--- src/rtl/dispatch_ctrl_if.sv ---
// Decode-to-dispatch and dispatch-to-issue handshake bundle for dispatch_ctrl.
// slave is the dispatch controller's view; master is the surrounding pipeline's view.
interface dispatch_ctrl_if #(
  parameter int NUM_IQ = 3,
  parameter int UOP_W  = 64,
  parameter int MAX_BR = 4
);
  localparam int BR_W = $clog2(MAX_BR);

  logic              in_valid;
  logic              in_ready;
  logic [UOP_W-1:0]  in_uop;
  logic [1:0]        in_iq_type;
  logic              in_is_br;
  logic              in_is_jalr;
  logic              in_shadowable;

  logic [NUM_IQ-1:0] iq_valid;
  logic [NUM_IQ-1:0] iq_ready;
  logic [UOP_W-1:0]  iq_uop;
  logic [BR_W-1:0]   iq_br_tag;
  logic              iq_under_shadow;

  modport slave (
    input  in_valid, in_uop, in_iq_type, in_is_br, in_is_jalr, in_shadowable, iq_ready,
    output in_ready, iq_valid, iq_uop, iq_br_tag, iq_under_shadow
  );

  modport master (
    output in_valid, in_uop, in_iq_type, in_is_br, in_is_jalr, in_shadowable, iq_ready,
    input  in_ready, iq_valid, iq_uop, iq_br_tag, iq_under_shadow
  );
endinterface

--- src/rtl/dispatch_ctrl.sv ---
// In-order dispatch: small uop FIFO, routing to issue queues, branch tag allocation.
// Optional DISPATCH_SHADOW_STALL_EN holds non-shadowable uops while branches are unresolved.
module dispatch_ctrl #(
  parameter int NUM_IQ    = 3,
  parameter int MAX_BR    = 4,   // power of 2
  parameter int BUF_DEPTH = 2,   // power of 2, >= 2
  parameter int UOP_W     = 64
) (
  input  logic           clk,
  input  logic           rst_n,
  dispatch_ctrl_if.slave bus,
  input  logic           br_resolve,
  input  logic           flush,
  output logic           under_shadow,
  output logic           illegal_iq
);
  localparam int PTR_W = $clog2(BUF_DEPTH);
  localparam int BR_W  = $clog2(MAX_BR);
  localparam int CNT_W = BR_W + 1;

  localparam logic [2:0] S_EMPTY        = 3'd0;
  localparam logic [2:0] S_REQ          = 3'd1;
  localparam logic [2:0] S_BR_STALL     = 3'd2;
  localparam logic [2:0] S_DROP         = 3'd3;
  localparam logic [2:0] S_SHADOW_STALL = 3'd4;

  typedef struct packed {
    logic [UOP_W-1:0] uop;
    logic [1:0]       iq_type;
    logic             is_br;       // is_br | is_jalr
    logic             shadowable;
  } entry_t;

  entry_t           mem [BUF_DEPTH];
  entry_t           head;
  logic [PTR_W:0]   wr_ptr, rd_ptr;
  logic [CNT_W-1:0] br_count;
  logic [BR_W-1:0]  br_alloc_ptr;
  logic [2:0]       state;
  logic             empty, full, push, pop, fire, br_fire, resolve;

  assign empty        = (wr_ptr == rd_ptr);
  assign full         = (wr_ptr[PTR_W] != rd_ptr[PTR_W]) &&
                        (wr_ptr[PTR_W-1:0] == rd_ptr[PTR_W-1:0]);
  assign head         = mem[rd_ptr[PTR_W-1:0]];
  assign bus.in_ready = !full;
  assign under_shadow = (br_count != '0);
  assign push         = bus.in_valid && !full && !flush;

  always_comb begin
    state = S_REQ;
    if (empty)
      state = S_EMPTY;
    else if (head.is_br && br_count == CNT_W'(MAX_BR))
      state = S_BR_STALL;
    else if (int'(head.iq_type) >= NUM_IQ)
      state = S_DROP;
`ifdef DISPATCH_SHADOW_STALL_EN
    else if (!head.shadowable && under_shadow)
      state = S_SHADOW_STALL;
`endif
  end

`ifndef DISPATCH_SHADOW_STALL_EN
  logic unused_shadowable;
  assign unused_shadowable = head.shadowable;
`endif

  for (genvar i = 0; i < NUM_IQ; i++) begin : g_iq
    assign bus.iq_valid[i] = (state == S_REQ) && !flush && (int'(head.iq_type) == i);
  end

  assign fire       = |(bus.iq_valid & bus.iq_ready);
  assign br_fire    = fire && head.is_br;
  assign illegal_iq = (state == S_DROP) && !flush;
  assign pop        = fire || illegal_iq;
  assign resolve    = br_resolve && under_shadow;

  // Payload is held by the FIFO head itself, so it stays stable until popped.
  assign bus.iq_uop          = empty ? '0 : head.uop;
  assign bus.iq_under_shadow = !empty && under_shadow;
  assign bus.iq_br_tag       = empty        ? '0 :
                               head.is_br   ? br_alloc_ptr :
                               under_shadow ? br_alloc_ptr - BR_W'(1) : '0;

  always_ff @(posedge clk) begin
    if (push)
      mem[wr_ptr[PTR_W-1:0]] <= {bus.in_uop, bus.in_iq_type,
                                 bus.in_is_br | bus.in_is_jalr, bus.in_shadowable};
  end

  always_ff @(posedge clk or negedge rst_n) begin
    if (!rst_n) begin
      wr_ptr       <= '0;
      rd_ptr       <= '0;
      br_count     <= '0;
      br_alloc_ptr <= '0;
    end else if (flush) begin
      wr_ptr       <= '0;
      rd_ptr       <= '0;
      br_count     <= '0;
      br_alloc_ptr <= '0;
    end else begin
      if (push)    wr_ptr       <= wr_ptr + 1'b1;
      if (pop)     rd_ptr       <= rd_ptr + 1'b1;
      if (br_fire) br_alloc_ptr <= br_alloc_ptr + 1'b1;
      // Allocation and resolution in one cycle cancel out on the count.
      if (br_fire && !resolve)      br_count <= br_count + 1'b1;
      else if (!br_fire && resolve) br_count <= br_count - 1'b1;
    end
  end
endmodule

--- src/flat_wrapper.sv ---
// flat-port wrapper written by rule: the top's interface ports become plain ports
module dispatch_ctrl_flat 
#(
  parameter int NUM_IQ    = 3,
  parameter int MAX_BR    = 4,                
  parameter int BUF_DEPTH = 2,                      
  parameter int UOP_W     = 64
)
  (clk, rst_n, br_resolve, flush, under_shadow, illegal_iq, bus_in_valid, bus_in_uop, bus_in_iq_type, bus_in_is_br, bus_in_is_jalr, bus_in_shadowable, bus_iq_ready, bus_in_ready, bus_iq_valid, bus_iq_uop, bus_iq_br_tag, bus_iq_under_shadow);
  dispatch_ctrl_if #(.NUM_IQ(NUM_IQ), .UOP_W(UOP_W), .MAX_BR(MAX_BR)) bus_i ();
  input  logic clk;
  input  logic rst_n;
  input  logic br_resolve;
  input  logic flush;
  output logic under_shadow;
  output logic illegal_iq;
  input wire logic [$bits(bus_i.in_valid)-1:0] bus_in_valid;
  input wire logic [$bits(bus_i.in_uop)-1:0] bus_in_uop;
  input wire logic [$bits(bus_i.in_iq_type)-1:0] bus_in_iq_type;
  input wire logic [$bits(bus_i.in_is_br)-1:0] bus_in_is_br;
  input wire logic [$bits(bus_i.in_is_jalr)-1:0] bus_in_is_jalr;
  input wire logic [$bits(bus_i.in_shadowable)-1:0] bus_in_shadowable;
  input wire logic [$bits(bus_i.iq_ready)-1:0] bus_iq_ready;
  output wire logic [$bits(bus_i.in_ready)-1:0] bus_in_ready;
  output wire logic [$bits(bus_i.iq_valid)-1:0] bus_iq_valid;
  output wire logic [$bits(bus_i.iq_uop)-1:0] bus_iq_uop;
  output wire logic [$bits(bus_i.iq_br_tag)-1:0] bus_iq_br_tag;
  output wire logic [$bits(bus_i.iq_under_shadow)-1:0] bus_iq_under_shadow;
  assign bus_i.in_valid = bus_in_valid;
  assign bus_i.in_uop = bus_in_uop;
  assign bus_i.in_iq_type = bus_in_iq_type;
  assign bus_i.in_is_br = bus_in_is_br;
  assign bus_i.in_is_jalr = bus_in_is_jalr;
  assign bus_i.in_shadowable = bus_in_shadowable;
  assign bus_i.iq_ready = bus_iq_ready;
  assign bus_in_ready = bus_i.in_ready;
  assign bus_iq_valid = bus_i.iq_valid;
  assign bus_iq_uop = bus_i.iq_uop;
  assign bus_iq_br_tag = bus_i.iq_br_tag;
  assign bus_iq_under_shadow = bus_i.iq_under_shadow;
  dispatch_ctrl #(.NUM_IQ(NUM_IQ), .MAX_BR(MAX_BR), .BUF_DEPTH(BUF_DEPTH), .UOP_W(UOP_W)) u_core (.clk(clk), .rst_n(rst_n), .bus(bus_i), .br_resolve(br_resolve), .flush(flush), .under_shadow(under_shadow), .illegal_iq(illegal_iq));
endmodule
--- config.mk ---
export PLATFORM = sky130hd
export DESIGN_NAME = dispatch_ctrl_flat
export DESIGN_NICKNAME = d
export VERILOG_FILES = /design/src/rtl/dispatch_ctrl_if.sv /design/src/rtl/dispatch_ctrl.sv /design/src/flat_wrapper.sv
export SDC_FILE = /design/constraint.sdc
export NUM_CORES = 1
export LEC_CHECK = 0
export ABC_AREA = 1
export CORE_ASPECT_RATIO = 1.5
export CORE_MARGIN = 2
export CORE_UTILIZATION = 50
export DETAILED_ROUTE_END_ITERATION = 6
export PLACE_DENSITY = 0.82
export SLEW_MARGIN = 20
export SYNTH_ARGS = -nofsm -noshare
export SYNTH_HDL_FRONTEND = slang
export SYNTH_SLANG_ARGS = --single-unit
--- constraint.sdc ---
create_clock -name clk -period 15.6 [get_ports clk]
set_input_delay 3.9 -clock clk [delete_from_list [all_inputs] [get_ports clk]]
set_output_delay 3.9 -clock clk [all_outputs]
set_load 0.02 [all_outputs]
Word-level counts from Yosys, hierarchy flattened

Memory sizes are Yosys's and may differ from the RTL's.
Cells that the tools add are included.

Memory bits (writable): 136
Input port bits: 77
Memories kept: 1
Logic and storage cells: 67
Output and inout port bits: 73
Flip-flop bits (word level): 9

Memory list:

| memory     | depth | width | read ports | clocked after Yosys merged registers in | wr ports | line                | source |
|---|---|---|---|---|---|---|---|
| u_core.mem | 2     | 68    | 1          | 0                                       | 1        | dispatch_ctrl.sv:34 | `entry_t mem [BUF_DEPTH];` |

$add $sub $neg: 6
Mux-type cells: 18
Eq/ne operators: 8
Bitwise operators: 2
Reductions and logical operators: 27
Order comparisons: 1

Operators with widths:

| operator                                                 | count |
|---|---|
| 2-to-1 mux 64 bit                                        | 1 |
| 2-to-1 mux 2 bit                                         | 10 |
| 2-to-1 mux 3 bit                                         | 5 |
| logical AND 1 bit                                        | 14 |
| adder 2 x 1 -> 2 bit, second input constant              | 3 |
| nonzero test 2 bit                                       | 3 |
| nonzero test 3 bit                                       | 2 |
| zero test 1 bit                                          | 5 |
| == test 2 bit, second input constant                     | 2 |
| adder 3 x 1 -> 3 bit, second input constant              | 1 |
| AND 3 bit                                                | 1 |
| == test 3 x 1 -> 1 bit, second input constant            | 1 |
| == test 3 x 2 -> 1 bit, second input constant            | 1 |
| == test 3 bit, second input constant                     | 1 |
| OR reduction 3 bit                                       | 1 |
| subtractor 3 x 1 -> 3 bit, second input constant         | 1 |
| == test 2 bit                                            | 1 |
| greater-or-equal comparator 2 bit, second input constant | 1 |
| zero test 2 bit                                          | 1 |
| 2-to-1 mux 1 bit                                         | 2 |
| subtractor 2 x 1 -> 2 bit, second input constant         | 1 |
| == test 1 bit                                            | 1 |
| logical OR 1 bit                                         | 1 |
| inequality test 1 bit                                    | 1 |
| bitwise OR 1 bit                                         | 1 |

Depth between registers and ports, before layout

An unclocked memory read counts as a cell.

Word-level depth: 16
Mapped depth: 16
Gate-level depth less buffers: 15

Worst setup path before layout

OpenSTA, ideal clock, no wires.

Path kind: in2reg
Start point: input port flush
End point: memory u_core.mem[1][10] in the netlist's numbering, enable pin
Slack: 6.402 ns
Required time: 15.022 ns
Stages on the path: 1
Path buffers: 0
Library setup time: 0.578 ns
Arrival: 8.621 ns
Cells stage by stage: nor3_1

Cells in the longest elaborated chain, start to end: 4

RTL lines:

| what                                   | line                | source |
|---|---|---|
| from (decl)                            | flat_wrapper.sv:14  | `input logic flush;` |
| zero test 1 bit                        | dispatch_ctrl.sv:48 | `assign push = bus.in_valid && !full && !flush;` |
| logical AND 1 bit                      | dispatch_ctrl.sv:48 |  |
| 2-to-1 mux 1 bit                       | dispatch_ctrl.sv:87 | `if (push)` |
| 2-to-1 mux 1 bit (implied by the code) | dispatch_ctrl.sv:88 | `mem[wr_ptr[PTR_W-1:0]] <= {bus.in_uop, bus.in_iq_type,` |
| to (decl)                              | dispatch_ctrl.sv:34 |  |

Every way passes these cells.

Worst setup path after layout

Start point: input port flush
End point: output port illegal_iq

Cells in the longest elaborated chain, start to end: 2

RTL lines:

| what              | line                | source |
|---|---|---|
| zero test 1 bit   | dispatch_ctrl.sv:75 | `assign illegal_iq = (state == S_DROP) && !flush;` |
| logical AND 1 bit | dispatch_ctrl.sv:75 |  |
| to (decl)         | flat_wrapper.sv:16  | `output logic illegal_iq;` |

Every way passes these cells.

==> out/summary.txt <==
outcome - complete, no violations
DR vias - 3906
DRC violations left - 0
highest-count cells in the layout ignoring fill and taps - nand2_1, clkdlybuf4s50_1, edfxtp_1
drt via density - 5.14
Clock Path Buffers - 2
post-synthesis async set-or-reset flop share - 6.29%
IO buf count - 148
Die Height - 134 um
most common library cell in the layout ignoring fill and taps - nand2_1
critical path endpoint category - primary output
hold path startpoint - u_core.wr_ptr[1]
final total negative setup slack - 0 ns
arrival time of the worst setup path - 5.68 ns
worst hold slack - 0.540 ns
proportion of synthesized area in mux cells - 0%
warning count from the yosys run - 0
Lkg Pwr - 2.86 nW
final critical path time including I/O delays and setup - 9.58 ns
post-route ant nets - 0
Num CTS Buffers - 17
share of the yosys chip area belonging to registers - 74.9%
Pwr Density - 200 nW/um^2
DRC violation total after the first TritonRoute iteration - 246
CTS sink count - 143
maximum frequency from static timing analysis - 0.104 GHz
launching instance or port of the critical path - flush
main combinational cell family by area after synthesis - simple AND/OR/NAND/NOR gates
area share of fa/ha/maj cells after synthesis - 0.353%
Worst Tran Pin Value - 0.933 ns
post-synthesis instance total - 451
gate family responsible for the most delay along the worst path - buffers and inverters
number of cells upsized or downsized after cts - 0
layout filler cell count - 794
die width - 91.0 um
final worst-path cycle share - 61.4%
number of iterations in the first detailed-routing pass - 4
CP peak stage delay - 0.64 ns
number of H-tree levels - 4
post-CTS setup-driven buffer insertion count - 0
number of max-slew violations in the final report - 0
routed wire length - 12500 um
peak supply drop - 121 uV
ANT cells - 0
number of global-route vias before repair - 3994
Synth Area in Compound Gates - 6.44%
end of the worst register-to-register path - u_core.br_count[2]
Hold EP - u_core.wr_ptr[1]
synthesis-to-layout area growth - 38.8%
wire length of the first global-routing pass - 19300 um
beginning of the worst register-to-register path - u_core.rd_ptr[0]
number of antenna violations at the first check in global routing - 0
cell depth of the worst setup path - 5
setup slack on the worst flop-to-flop path - 12.52 ns
pre-CTS setup slack - 6.04 ns
Required @ worst endpoint - 11.70 ns
initial core utilization - 51.3%
global routing usage summed across all routing layers - 20.5%
relative max-transition margin - 37.8%
clock root buffer master - clkbuf_16
TritonCTS clock tree - done
Hold Path Class - reg2reg
setup skew after layout - 0.00645 ns
synthesized area - 5680 um^2
Final Worst Setup Slack - 6.02 ns
Crit path buffers/inverters - 2
leading post-synthesis cells by cell area - edfxtp_1, nand2_1, a21oi_1, dfrtp_1, clkbuf_1
clock latency on the worst-skew pair - 0.40 ns
Synthesized Nets - 529
largest net degree at the start of global routing - 69
row cnt - 47
number of distinct library cells after synthesis - 31
Critical Path Source Type - input pin
Critical Path Most Common Cell - clkdlybuf4s50_1
count of final setup violators - 0
core area - 11100 um^2
count of maximum capacitance violations - 0
hold bufs inserted after CTS - 0
number of cells traversed by the worst register-to-register path - 12
average size of a mapped cell - 12.6 um^2
area enclosed by the die boundary - 12200 um^2
Yosys reg bits - 143
fraction of the mapped netlist area in simple logic gates - 14.4%
final hold vios - 0
cell type contributing the most total cell area after synthesis - edfxtp_1
share of the synthesized area in the top cell type - 70.9%
CP cell instances - clkdlybuf4s50_1, nor2_2, nand2_1, nor3_4, clkdlybuf4s50_1
ys flop type - edfxtp_1
routed length per placed instance - 16.5 um
EDFF count, synth - 134
global route total overflow - 0
RSZ-0062 raised after global routing - no
Cells on Worst Hold Path - 1
half-perimeter wire length after detailed placement - 7960 um
sequential cell area - 4250 um^2
area occupied by multi-input gates - 1270 um^2
number of nets in the final layout - 678
biggest fanout along the worst timing path - 7
master of the slowest instance on the critical path - clkdlybuf4s50_1
post-synthesis share of cell area spent on xor and xnor gates - 1.06%
clk slew on worst S/H paths - 0.06 ns
I/O pin count - 150
ratio of cells with drive above 1 in the final layout - 9.14%
routability-driven placement congestion ratio - 0.731
critical path start-end classification - in2out
## layout make-up
type	count	area share [%]
tap	147	2.33
inverter	17	0.842
clock inverter	15	2.14
timing repair buffer	152	19.2
multi-input combinational	269	16.1
sequential	143	54.0
clock buffer	17	5.40
## logic make-up (layout without fill, tap and decap cells)
group / after synthesis / after routing
simple gates: 190 / 190
flops: 143 / 143
compound gates: 72 / 72
buf+inv: 39 / 201
xor+xnor: 6 / 6
fa+ha+maj: 1 / 1
## sequential cells by signal, indices dropped and copies added, names as in the netlist
name and cells:
u_core.br_count 3, u_core.rd_ptr 2, u_core.br_alloc_ptr 2, u_core.wr_ptr 2, u_core.mem 134
## power by group
part / switching (mW) / internal (mW) / total (mW)
logic: 0.410 / 0.275 / 0.685
registers: 0.0245 / 0.467 / 0.492
clock network: 0.147 / 0.250 / 0.398
## synth_stat cells, drive strengths merged, types with 2 or more instances
library cell,count
nor2,13
nand2,155
nor3,7
xor2,2
dfrtp,9
xnor2,4
inv,16
buf,9
nand4,6
clkbuf,13
a21oi,67
edfxtp,134
o21ai,3
nand3,8
## metal layers
metal / vias up / GRT usage (%) / part of all wire [%]
li1: 1873 / - / -
met1: 1886 / 23.2 / 38
met2: 126 / 37.0 / 56
met3: 21 / 3.91 / 4.1
met4: 0 / 10.2 / 2.2
met5: - / 0 / 0
## worst max path at each step
stage | slack, ns | to
3_3_place_gp | 6.08 | illegal_iq
6_report | 6.02 | illegal_iq
3_5_place_dp | 6.04 | illegal_iq
2_1_floorplan | 6.40 | u_core.mem[1][10]
4_1_cts | 6.04 | illegal_iq
5_1_grt | 5.92 | illegal_iq
## stage by stage
| stage | area, um^2 | power (mW) | cells | util, % |
|---|---|---|---|---|
| after floorplan | 5680 | 0.880 | 451 | - |
| after global placement | 7280 | 1.17 | 728 | 65.9 |
| after detailed placement | 7280 | 1.19 | 728 | 65.9 |
| after CTS | 7880 | 1.59 | 760 | 71.3 |
| after global routing | 7880 | 1.65 | 760 | 71.3 |
| final | 7880 | 1.57 | 760 | 71.3 |
## worst reg2reg max path: cells and delay by family (launching register included)
kind | cells | cell delay (ns)
DFF | 1 | 0.72
xor gates and xnor gates | 2 | 0.37
and+or+nand+nor | 7 | 0.86
adders and majority gates | 1 | 0.38
buffers and inverters | 2 | 0.63
Note: power is estimated with default switching activity, not from simulation.
